<file path="config.mk">
export PLATFORM = sky130hd
export DESIGN_NAME = monitor_temp_canales_flat
export DESIGN_NICKNAME = d
export VERILOG_FILES = /design/src/rtl/temp_pkg.sv /design/src/rtl/monitor_temp_canales_if.sv /design/src/rtl/canal_temp_fsm.sv /design/src/rtl/monitor_temp_canales.sv /design/src/flat_wrapper.sv
export SDC_FILE = /design/constraint.sdc
export NUM_CORES = 1
export LEC_CHECK = 0
export CAP_MARGIN = 0
export CORE_MARGIN = 3
export CORE_UTILIZATION = 53
export DETAILED_ROUTE_END_ITERATION = 8
export GPL_TIMING_DRIVEN = 1
export PLACE_DENSITY = 0.95
export SLEW_MARGIN = 25
export SYNTH_ARGS = -nofsm -noshare
export SYNTH_HDL_FRONTEND = slang
export SYNTH_SLANG_ARGS = --single-unit
export TNS_END_PERCENT = 1
</file>
<file path="constraint.sdc">
create_clock -name clk -period 4.8 [get_ports clk]
set_clock_uncertainty 0.15 [all_clocks]
set_input_delay 1.44 -clock clk [delete_from_list [all_inputs] [get_ports clk]]
set_output_delay 1.44 -clock clk [all_outputs]
set_load 0.02 [all_outputs]
</file>
<file path="src/rtl/temp_pkg.sv">
// Shared definitions for the multi-channel temperature monitor.
// Holds the state encoding and the default threshold values.
// Optional build macro used elsewhere: LATCH_ALERTA_EN.
package temp_pkg;

   typedef enum logic [1:0] {
      EstNormal = 2'b00,
      EstFrio   = 2'b01,
      EstAlto   = 2'b10,
      EstAlerta = 2'b11
   } estado_temp_t;

   localparam int TEMP_FRIO_DEF = 180;
   localparam int TEMP_ALTO_DEF = 250;
   localparam int HIST_DEF      = 5;
   localparam int N_DEF         = 5;

endpackage

</file>
<file path="src/rtl/monitor_temp_canales_if.sv">
// Bundle between the scaling stage / actuator drivers and the monitor.
//   master: drives muestra_valida, temp_in, ack_alerta; observes all results
//   slave : the monitor itself
// Per-channel fields are packed, channel k at [k*width +: width].
interface monitor_temp_canales_if #(
   parameter int unsigned CANALES = 4,
   parameter int unsigned ANCHO   = 11,
   parameter int unsigned CNT_W   = 3
);
   logic [CANALES-1:0]       muestra_valida;
   logic [CANALES*ANCHO-1:0] temp_in;
   logic [CANALES-1:0]       ack_alerta;
   logic [2*CANALES-1:0]     estado_actual;
   logic [CANALES-1:0]       alerta;
   logic [CANALES-1:0]       calefactor;
   logic [CANALES-1:0]       ventilador;
   logic                     alerta_global;
   logic [CNT_W*CANALES-1:0] contador;

   modport master (
      output muestra_valida, temp_in, ack_alerta,
      input  estado_actual, alerta, calefactor, ventilador, alerta_global, contador
   );

   modport slave (
      input  muestra_valida, temp_in, ack_alerta,
      output estado_actual, alerta, calefactor, ventilador, alerta_global, contador
   );
endinterface

</file>
<file path="src/rtl/canal_temp_fsm.sv">
// One sensor channel: NORMAL/FRIO/ALTO/ALERTA FSM with saturating persistence
// counter, hysteresis band and heater/fan outputs. All outputs registered.
// Ports: clk, arst (async, active-high), valida (sample strobe), temp (signed
// sample), ack (only with LATCH_ALERTA_EN), estado, alerta, calefactor,
// ventilador, contador.
// Macro LATCH_ALERTA_EN: ALERTA is left only after an ack seen while the last
// valid sample was in band.
module canal_temp_fsm
   import temp_pkg::*;
#(
   parameter int unsigned ANCHO     = 11,
   parameter int          TEMP_FRIO = TEMP_FRIO_DEF,
   parameter int          TEMP_ALTO = TEMP_ALTO_DEF,
   parameter int          HIST      = HIST_DEF,
   parameter int unsigned N         = N_DEF,
   parameter int unsigned CNT_W     = 3
) (
   input  logic                    clk,
   input  logic                    arst,
   input  logic                    valida,
   input  logic signed [ANCHO-1:0] temp,
`ifdef LATCH_ALERTA_EN
   input  logic                    ack,
`endif
   output logic [1:0]              estado,
   output logic                    alerta,
   output logic                    calefactor,
   output logic                    ventilador,
   output logic [CNT_W-1:0]        contador
);

   localparam logic [1:0] ST_NORMAL = EstNormal;
   localparam logic [1:0] ST_FRIO   = EstFrio;
   localparam logic [1:0] ST_ALTO   = EstAlto;
   localparam logic [1:0] ST_ALERTA = EstAlerta;

   localparam logic signed [ANCHO-1:0] UMBRAL_FRIO = ANCHO'(TEMP_FRIO);
   localparam logic signed [ANCHO-1:0] UMBRAL_ALTO = ANCHO'(TEMP_ALTO);
   localparam logic signed [ANCHO-1:0] BANDA_BAJA  = ANCHO'(TEMP_FRIO + HIST);
   localparam logic signed [ANCHO-1:0] BANDA_ALTA  = ANCHO'(TEMP_ALTO - HIST);
   localparam logic [CNT_W-1:0]        CNT_MAX     = {CNT_W{1'b1}};
   localparam logic [CNT_W-1:0]        CNT_UNO     = CNT_W'(1);
   localparam logic [CNT_W-1:0]        N_CNT       = CNT_W'(N);
   // A fresh excursion (count 1) already qualifies when N is 1.
   localparam logic                    ALERTA_INMEDIATA = (N <= 1);

   logic [1:0]       st_q, st_d;
   logic [CNT_W-1:0] cnt_q, cnt_d, cnt_inc;
   logic             al_q, al_d, cal_q, cal_d, ven_q, ven_d;
   logic             frio, caliente, en_banda;

   assign frio     = temp < UMBRAL_FRIO;
   assign caliente = temp > UMBRAL_ALTO;
   assign en_banda = (temp >= BANDA_BAJA) && (temp <= BANDA_ALTA);
   assign cnt_inc  = (cnt_q == CNT_MAX) ? CNT_MAX : cnt_q + CNT_UNO;

`ifdef LATCH_ALERTA_EN
   logic banda_q, banda_d;  // last valid sample was in band
`endif

   always_comb begin
      st_d  = st_q;
      cnt_d = cnt_q;
      al_d  = al_q;
      cal_d = cal_q;
      ven_d = ven_q;
`ifdef LATCH_ALERTA_EN
      banda_d = valida ? en_banda : banda_q;
`endif
      if (valida) begin
         case (st_q)
            ST_NORMAL, ST_FRIO, ST_ALTO: begin
               if ((st_q != ST_NORMAL) && en_banda) begin
                  st_d  = ST_NORMAL;
                  cnt_d = '0;
               end else if (frio && (st_q == ST_FRIO)) begin
                  cnt_d = cnt_inc;
                  if (cnt_inc >= N_CNT) begin
                     st_d  = ST_ALERTA;
                     al_d  = 1'b1;
                     cal_d = 1'b1;
                  end
               end else if (caliente && (st_q == ST_ALTO)) begin
                  cnt_d = cnt_inc;
                  if (cnt_inc >= N_CNT) begin
                     st_d  = ST_ALERTA;
                     al_d  = 1'b1;
                     ven_d = 1'b1;
                  end
               end else if (frio || caliente) begin
                  // New excursion or side change: persistence restarts at 1.
                  cnt_d = CNT_UNO;
                  if (ALERTA_INMEDIATA) begin
                     st_d  = ST_ALERTA;
                     al_d  = 1'b1;
                     cal_d = frio;
                     ven_d = caliente;
                  end else begin
                     st_d = frio ? ST_FRIO : ST_ALTO;
                  end
               end else if (st_q == ST_NORMAL) begin
                  cnt_d = '0;
               end
            end
            ST_ALERTA: begin
               al_d = 1'b1;
               if (frio) begin
                  cal_d = 1'b1;
                  ven_d = 1'b0;
                  cnt_d = cnt_inc;
               end else if (caliente) begin
                  cal_d = 1'b0;
                  ven_d = 1'b1;
                  cnt_d = cnt_inc;
               end else if (en_banda) begin
                  cal_d = 1'b0;
                  ven_d = 1'b0;
`ifndef LATCH_ALERTA_EN
                  st_d  = ST_NORMAL;
                  cnt_d = '0;
                  al_d  = 1'b0;
`endif
               end
            end
            default: begin
               st_d  = ST_NORMAL;
               cnt_d = '0;
               al_d  = 1'b0;
               cal_d = 1'b0;
               ven_d = 1'b0;
            end
         endcase
      end
`ifdef LATCH_ALERTA_EN
      if ((st_q == ST_ALERTA) && ack && banda_d) begin
         st_d  = ST_NORMAL;
         cnt_d = '0;
         al_d  = 1'b0;
         cal_d = 1'b0;
         ven_d = 1'b0;
      end
`endif
   end

   always_ff @(posedge clk or posedge arst) begin
      if (arst) begin
         st_q  <= ST_NORMAL;
         cnt_q <= '0;
         al_q  <= 1'b0;
         cal_q <= 1'b0;
         ven_q <= 1'b0;
      end else begin
         st_q  <= st_d;
         cnt_q <= cnt_d;
         al_q  <= al_d;
         cal_q <= cal_d;
         ven_q <= ven_d;
      end
   end

`ifdef LATCH_ALERTA_EN
   always_ff @(posedge clk or posedge arst) begin
      if (arst) banda_q <= 1'b0;
      else      banda_q <= banda_d;
   end
`endif

   assign estado     = st_q;
   assign contador   = cnt_q;
   assign alerta     = al_q;
   assign calefactor = cal_q;
   assign ventilador = ven_q;

endmodule

</file>
<file path="src/rtl/monitor_temp_canales.sv">
// Multi-channel temperature monitor: CANALES independent canal_temp_fsm
// instances plus a registered OR of all alerts.
// Ports: clk, arst (async, active-high), bus (monitor_temp_canales_if.slave:
// muestra_valida, temp_in, ack_alerta in; estado_actual, alerta, calefactor,
// ventilador, alerta_global, contador out).
// Macro LATCH_ALERTA_EN: alerts latch until acknowledged via ack_alerta.
module monitor_temp_canales
   import temp_pkg::*;
#(
   parameter int unsigned CANALES   = 4,
   parameter int unsigned ANCHO     = 11,
   parameter int          TEMP_FRIO = TEMP_FRIO_DEF,
   parameter int          TEMP_ALTO = TEMP_ALTO_DEF,
   parameter int          HIST      = HIST_DEF,
   parameter int unsigned N         = N_DEF,
   parameter int unsigned CNT_W     = 3
) (
   input logic                   clk,
   input logic                   arst,
   monitor_temp_canales_if.slave bus
);

   logic [2*CANALES-1:0]     estado_w;
   logic [CANALES-1:0]       alerta_w, cal_w, ven_w;
   logic [CNT_W*CANALES-1:0] cnt_w;
   logic                     global_q;

   for (genvar k = 0; k < CANALES; k++) begin : g_canal
      canal_temp_fsm #(
         .ANCHO     (ANCHO),
         .TEMP_FRIO (TEMP_FRIO),
         .TEMP_ALTO (TEMP_ALTO),
         .HIST      (HIST),
         .N         (N),
         .CNT_W     (CNT_W)
      ) u_canal (
         .clk        (clk),
         .arst       (arst),
         .valida     (bus.muestra_valida[k]),
         .temp       (bus.temp_in[k*ANCHO +: ANCHO]),
`ifdef LATCH_ALERTA_EN
         .ack        (bus.ack_alerta[k]),
`endif
         .estado     (estado_w[2*k +: 2]),
         .alerta     (alerta_w[k]),
         .calefactor (cal_w[k]),
         .ventilador (ven_w[k]),
         .contador   (cnt_w[k*CNT_W +: CNT_W])
      );
   end

   always_ff @(posedge clk or posedge arst) begin
      if (arst) global_q <= 1'b0;
      else      global_q <= |alerta_w;
   end

   assign bus.estado_actual = estado_w;
   assign bus.alerta        = alerta_w;
   assign bus.calefactor    = cal_w;
   assign bus.ventilador    = ven_w;
   assign bus.contador      = cnt_w;
   assign bus.alerta_global = global_q;

endmodule

</file>
<file path="src/flat_wrapper.sv">
// flat-port wrapper written by rule: the top's interface ports become plain ports
module monitor_temp_canales_flat import temp_pkg::*;
#(
   parameter int unsigned CANALES   = 4,
   parameter int unsigned ANCHO     = 11,
   parameter int          TEMP_FRIO = TEMP_FRIO_DEF,
   parameter int          TEMP_ALTO = TEMP_ALTO_DEF,
   parameter int          HIST      = HIST_DEF,
   parameter int unsigned N         = N_DEF,
   parameter int unsigned CNT_W     = 3
)
  (clk, arst, bus_muestra_valida, bus_temp_in, bus_ack_alerta, bus_estado_actual, bus_alerta, bus_calefactor, bus_ventilador, bus_alerta_global, bus_contador);
  monitor_temp_canales_if #(.CANALES(CANALES), .ANCHO(ANCHO), .CNT_W(CNT_W)) bus_i ();
  input logic clk;
  input logic arst;
  input wire logic [$bits(bus_i.muestra_valida)-1:0] bus_muestra_valida;
  input wire logic [$bits(bus_i.temp_in)-1:0] bus_temp_in;
  input wire logic [$bits(bus_i.ack_alerta)-1:0] bus_ack_alerta;
  output wire logic [$bits(bus_i.estado_actual)-1:0] bus_estado_actual;
  output wire logic [$bits(bus_i.alerta)-1:0] bus_alerta;
  output wire logic [$bits(bus_i.calefactor)-1:0] bus_calefactor;
  output wire logic [$bits(bus_i.ventilador)-1:0] bus_ventilador;
  output wire logic [$bits(bus_i.alerta_global)-1:0] bus_alerta_global;
  output wire logic [$bits(bus_i.contador)-1:0] bus_contador;
  assign bus_i.muestra_valida = bus_muestra_valida;
  assign bus_i.temp_in = bus_temp_in;
  assign bus_i.ack_alerta = bus_ack_alerta;
  assign bus_estado_actual = bus_i.estado_actual;
  assign bus_alerta = bus_i.alerta;
  assign bus_calefactor = bus_i.calefactor;
  assign bus_ventilador = bus_i.ventilador;
  assign bus_alerta_global = bus_i.alerta_global;
  assign bus_contador = bus_i.contador;
  monitor_temp_canales #(.CANALES(CANALES), .ANCHO(ANCHO), .TEMP_FRIO(TEMP_FRIO), .TEMP_ALTO(TEMP_ALTO), .HIST(HIST), .N(N), .CNT_W(CNT_W)) u_core (.clk(clk), .arst(arst), .bus(bus_i));
endmodule
</file>
# Yosys cells after proc, flatten, opt, wreduce, memory -nomap -nowiden
# Cells that the tools add are included.
[word_totals]
register_bits = 33
[op_classes]
add_sub_neg = 4
n_reduce_logical = 53
n_lt_le_gt_ge = 20
eq_ne = 64
muxes = 164
[ops]
columns = ["cell", "n"]
rows = [
  ["two-way mux 3 bit", 36],
  ["two-way mux 1 bit", 72],
  ["two-way mux 2 bit", 36],
  ["inequality test 2 bit (second input constant)", 32],
  ["greater-or-equal comparator 11 x 9 -> 1 bit (second input constant)", 4],
  ["> comparator 11 x 9 -> 1 bit (second input constant)", 4],
  ["<= comparator 11 x 9 -> 1 bit (second input constant)", 4],
  ["< comparator 11 x 9 -> 1 bit (second input constant)", 4],
  ["AND reduction 5 bit", 8],
  ["inequality test 6 bit (second input constant)", 4],
  ["case mux 1 bit (2 select lines)", 12],
  ["case mux 3 bit (2 select lines)", 4],
  ["AND reduction 3 bit", 8],
  ["AND reduction 6 bit", 4],
  ["inequality test 5 bit (second input constant)", 4],
  ["== test 2 bit (second input constant)", 8],
  ["logical AND 1 bit", 16],
  ["inequality test 4 bit (second input constant)", 4],
  ["case mux 2 bit (2 select lines)", 4],
  ["adder 3 x 1 -> 3 bit (second input constant)", 4],
  ["== test 3 bit (second input constant)", 4],
  ["greater-or-equal comparator 3 bit (second input constant)", 4],
  ["inequality test 3 bit (second input constant)", 4],
  ["OR reduction 3 bit", 4],
  ["5 further kinds", 17],
]

# Longest topological paths before layout
[logic_depth]
depth_word = 8
mapped_depth = 8
mapped_depth_nobuf = 8

# By module
# A second synthesis with hierarchy kept.
[hier_totals]
hier_cells = 371
hier_area_um2 = 3269.4
[modules_own_cells]
columns = ["module", "seq_area_each_um2", "cells_each", "n_inst", "area_each_um2"]
rows = [
  ["canal_temp_fsm at u_core.g_canal[0].u_canal ...", 200.2, 98, 2, 863.3],
  ["canal_temp_fsm at u_core.g_canal[2].u_canal ...", 200.2, 86, 2, 753.2],
  ["monitor_temp_canales", 25.0, 3, 1, 36.3],
]

# Worst setup path after synthesis
# Ideal clock, no wire load.
[synth_path]
path_kind = "input to register"
start = "in bus_temp_in[21]"
end = "reg u_core.g_canal[1].u_canal.cnt_q[1]"
setup_slack_ps = 1569
t_arrival_ps = 2956
path_stages = 5
n_path_buf = 0
setup_ps = 125
t_required_ps = 4525
path_cell_list = "or4b_4 or3_4 mux2_4 nor2b_1 mux2_2"
[synth_via]
elab_chain_len = 7
[synth_lines]
columns = ["element", "line", "rtl"]
rows = [
  ["from (decl)", "flat_wrapper.sv:17", "input wire logic [$bits(bus_i.temp_in)-1:0] bus_temp_in;"],
  ["< comparator 11 x 9 -> 1 bit or > comparator 11 x 9 -> 1 bit (tied branches)", "canal_temp_fsm.sv:52, canal_temp_fsm.sv:53", ""],
  ["logical OR 1 bit", "canal_temp_fsm.sv:90", "end else if (frio || caliente) begin"],
  ["two-way mux 3 bit", "canal_temp_fsm.sv:90", ""],
  ["two-way mux 3 bit", "canal_temp_fsm.sv:83", "end else if (caliente && (st_q == ST_ALTO)) begin"],
  ["two-way mux 3 bit", "canal_temp_fsm.sv:76", "end else if (frio && (st_q == ST_FRIO)) begin"],
  ["two-way mux 3 bit", "canal_temp_fsm.sv:73", "if ((st_q != ST_NORMAL) && en_banda) begin"],
  ["case mux 3 bit (2 select lines)", "canal_temp_fsm.sv:71", "case (st_q)"],
  ["to (signal assigned)", "canal_temp_fsm.sv:154", "cnt_q <= cnt_d;"],
  ["to (decl)", "canal_temp_fsm.sv:48", "logic [CNT_W-1:0] cnt_q, cnt_d, cnt_inc;"],
]
# Parallel ways exist; a longest one is shown, timed or not.
# A chain may end at the register's enable or synchronous reset.

# Worst setup path in the final report
[layout_path]
start = "in bus_temp_in[21]"
end = "reg u_core.g_canal[1].u_canal.st_q[1]"
[layout_via]
elab_chain_len = 7
[layout_lines]
columns = ["element", "line", "rtl"]
rows = [
  ["< comparator 11 x 9 -> 1 bit", "canal_temp_fsm.sv:52", "assign frio = temp < UMBRAL_FRIO;"],
  ["two-way mux 2 bit", "canal_temp_fsm.sv:99", "st_d = frio ? ST_FRIO : ST_ALTO;"],
  ["two-way mux 2 bit", "canal_temp_fsm.sv:90", ""],
  ["two-way mux 2 bit", "canal_temp_fsm.sv:83", ""],
  ["two-way mux 2 bit", "canal_temp_fsm.sv:76", ""],
  ["two-way mux 2 bit", "canal_temp_fsm.sv:73", ""],
  ["case mux 2 bit (2 select lines)", "canal_temp_fsm.sv:71", ""],
  ["to (signal assigned)", "canal_temp_fsm.sv:153", "st_q <= st_d;"],
  ["to (decl)", "canal_temp_fsm.sv:47", "logic [1:0] st_q, st_d;"],
]
# Parallel ways exist; a longest one is shown, timed or not. The select of a mux whose other input is x is not followed.

==> impl_metrics.json <==
{
  "p_leak_nw": 1.60,
  "remaining_drc_errors": 0,
  "max_freq_mhz": 273,
  "syn_inst": 359,
  "dr_total_vias": 3147,
  "rr_startpoint": "u_core.g_canal[3].u_canal.estado[0]",
  "worstSetupStartpointType": "primary input",
  "tightest_slew_ns": 0.639,
  "htreeDepth": 2,
  "drtPass1Iterations": 5,
  "cts.sinks": 33,
  "drt_iter0_markers": 217,
  "cpMaxStageDelayCell": "or4b_4",
  "cts_hold_buf": 0,
  "num_antenna_cells": 0,
  "grt_setup_unrepaired": "false",
  "powerDensity_nw_per_um2": 523,
  "place_hpwl_um": 6320,
  "seq_area_frac_synth_pct": 27.2,
  "wl_per_cell_um": 15.4,
  "utilization_pct": 74.1,
  "grt_pass1_vias": 3044,
  "cp.depth": 7,
  "n_fill_cell": 414,
  "cts_resized": 0,
  "io_buffers": 82,
  "hold_violations": 0,
  "setup_viol": 0,
  "rows": 26,
  "cp-end-kind": "flop",
  "die_width_um": 81.7,
  "reg2reg_to": "u_core.g_canal[3].u_canal.contador[1]",
  "gp_congestion": 0.931,
  "post-route-period-util_pct": 76.3,
  "ant_nets": 0,
  "drt_wl_total_um": 7780,
  "synth-edff-count": 0,
  "hold_slack_ns": 0.355,
  "fin_crit_ns": 3.66,
  "avgViaCountPerCell": 6.24,
  "finalNetCount": 511,
  "cpLargestDelayFamily": "simple AND/OR/NAND/NOR gates",
  "drive_gt1_share_pct": 7.14,
  "clk_pin_slew_ns": 0.07,
  "ir_worst_vdd_uv": 312,
  "grt_max_degree": 34,
  "ys.flop_type": "dfrtp_1",
  "gr-total-overflow": 0,
  "ios": 87,
  "antenna_found_initial": 0,
  "crit_path_end": "u_core.g_canal[1].u_canal.estado[1]",
  "cts_tree": "built",
  "hp-class": "reg -> reg",
  "synth_nets": 437,
  "core-area_sq_um": 5340,
  "startpoint": "bus_temp_in[21]",
  "grt_pass1_wl_um": 13200,
  "pre_cts_slack_ns": 0.932,
  "cp_max_fo": 4,
  "r2r_cells": 7,
  "ys.warnings.count": 0,
  "finalSetupTns_ns": 0,
  "root_buffer": "clkbuf_8",
  "max-cap-violations": 0,
  "synthToLayoutAreaGrowth_pct": 30.0,
  "path_buf_inv": 1,
  "status": "finished, final reports clean",
  "numCtsBuffers": 5,
  "die_h_um": 81.7,
  "grtUsageTotal_pct": 24.7,
  "post_cts_buffers": 0,
  "slew_headroom_pct": 57.2,
  "final_cell_mix": "clkdlybuf4s50_1 (82), dfrtp_1 (33), nor2_1 (31), inv_1 (27), a21oi_1 (25)",
  "initial_core_util_pct": 57.0,
  "critPathArrivalTime_ns": 3.73,
  "slew_viol_final": 0,
  "final_common_cell": "clkdlybuf4s50_1",
  "synthArstFlopShare_pct": 100,
  "crit_type": "in -> reg",
  "syn_area_sq_um": 3040,
  "rrSetupSlack_ns": 2.52,
  "dieArea_sq_um": 6680,
  "ys_ff_latch": 33,
  "setup_slack_ns": 1.14,
  "ys_types": 66,
  "insertion_delay_ns": 0.28,
  "cts_buffer_depth": 2,
  "required_ns": 4.86,
  "cp_cell_sequence": "clkdlybuf4s50_1 > or4b_4 > o21bai_4 > nor3_1 > o311ai_2 > a21oi_1 > o22a_1",
  "slowest_delay_ns": 0.59,
  "avgSynthCellArea_sq_um": 8.47
}
-- metal layers --
metal | track usage, % | share of wire (%)
met1 | 29.9 | 41
met2 | 44.7 | 51
met3 | 4.17 | 6.6
met4 | 7.14 | 1.6
met5 | 0 | 0
-- cell families (layout without fill, tap and decap cells) --
family                   Yosys count  count (layout)  synth area share (%)
adder cells (fa/ha/maj)           25              25                  10.2
buffers and inverters             43             118                  6.79
flip-flops                        33              33                  27.2
multiplexers                       3               3                  1.23
AO/OA/AOI/OAI                    140             140                  35.1
AND/OR/NAND/NOR                  115             115                  19.5
-- state kept, by name (all words and copies together), names as in the netlist --
signal / cells
u_core.bus.alerta_global: 1
u_core.g_canal.u_canal.alerta: 4
u_core.g_canal.u_canal.calefactor: 4
u_core.g_canal.u_canal.contador: 12
u_core.g_canal.u_canal.estado: 8
u_core.g_canal.u_canal.ventilador: 4
-- worst min path at each step --
| stage | startpoint | depth (start not counted) | endpoint |
|---|---|---|---|
| global route | u_core.g_canal[1].u_canal.alerta | 1 | u_core.bus.alerta_global |
| global placement | u_core.g_canal[3].u_canal.calefactor | 1 | u_core.g_canal[3].u_canal.calefactor |
| finish | u_core.g_canal[1].u_canal.alerta | 1 | u_core.bus.alerta_global |
| detailed placement | u_core.g_canal[3].u_canal.ventilador | 1 | u_core.g_canal[3].u_canal.ventilador |
| CTS | u_core.g_canal[0].u_canal.ventilador | 1 | u_core.g_canal[0].u_canal.ventilador |
| floorplan | u_core.g_canal[3].u_canal.alerta | 1 | u_core.bus.alerta_global |
-- report_power, final --
| part | switching, mW | leakage (nW) | total (mW) | internal, mW |
|---|---|---|---|---|
| clock | 0.0985 | 0.0542 | 0.228 | 0.130 |
| combinational | 0.693 | 1.17 | 1.31 | 0.615 |
| sequential | 0.139 | 0.375 | 0.530 | 0.392 |
-- synth_stat cells, types with 3 or more instances --
cell type,n,area [sq um]
a211o_1,3,26.3
a211oi_1,7,52.6
a21boi_0,3,22.5
a21o_1,4,30.0
a21oi_1,25,125
a22o_1,3,26.3
a31oi_1,5,31.3
a41oi_1,3,26.3
buf_4,12,90.1
clkbuf_1,3,11.3
dfrtp_1,33,826
ha_1,24,300
inv_1,27,101
nand2_1,24,90.1
nand2b_1,9,56.3
nand3_1,6,30.0
nand4_1,4,25.0
nor2_1,31,116
nor3_1,15,75.1
nor4_1,4,25.0
o2111ai_1,3,26.3
o211ai_1,9,67.6
o21a_1,9,67.6
o21ai_0,14,70.1
o22a_1,11,96.3
o31a_1,4,35.0
o31ai_1,4,30.0
o32ai_1,3,26.3
or2_2,4,25.0
or3_1,4,25.0
-- metrics by stage --
| step | cell area (sq um) | power (mW) | std cells |
|---|---|---|---|
| floorplan | 3040 | 1.41 | 359 |
| global placement | 3850 | 1.77 | 496 |
| detailed placement | 3850 | 1.83 | 496 |
| CTS | 3950 | 2.06 | 504 |
| global route | 3950 | 2.25 | 504 |
| finish | 3950 | 2.07 | 504 |
-- cell type report --
| type | instances | area, sq um | share of cell area [%] |
|---|---|---|---|
| tap | 70 | 87.6 | 2.22 |
| timing repair buffer | 83 | 828 | 21.0 |
| sequential | 33 | 826 | 20.9 |
| inverter | 27 | 101 | 2.56 |
| multi-input combinational | 283 | 2010 | 50.8 |
| clock inverter | 1 | 5.00 | 0.127 |
| clock buffer | 7 | 96.3 | 2.44 |
Note: power is estimated with default switching activity, not from simulation.
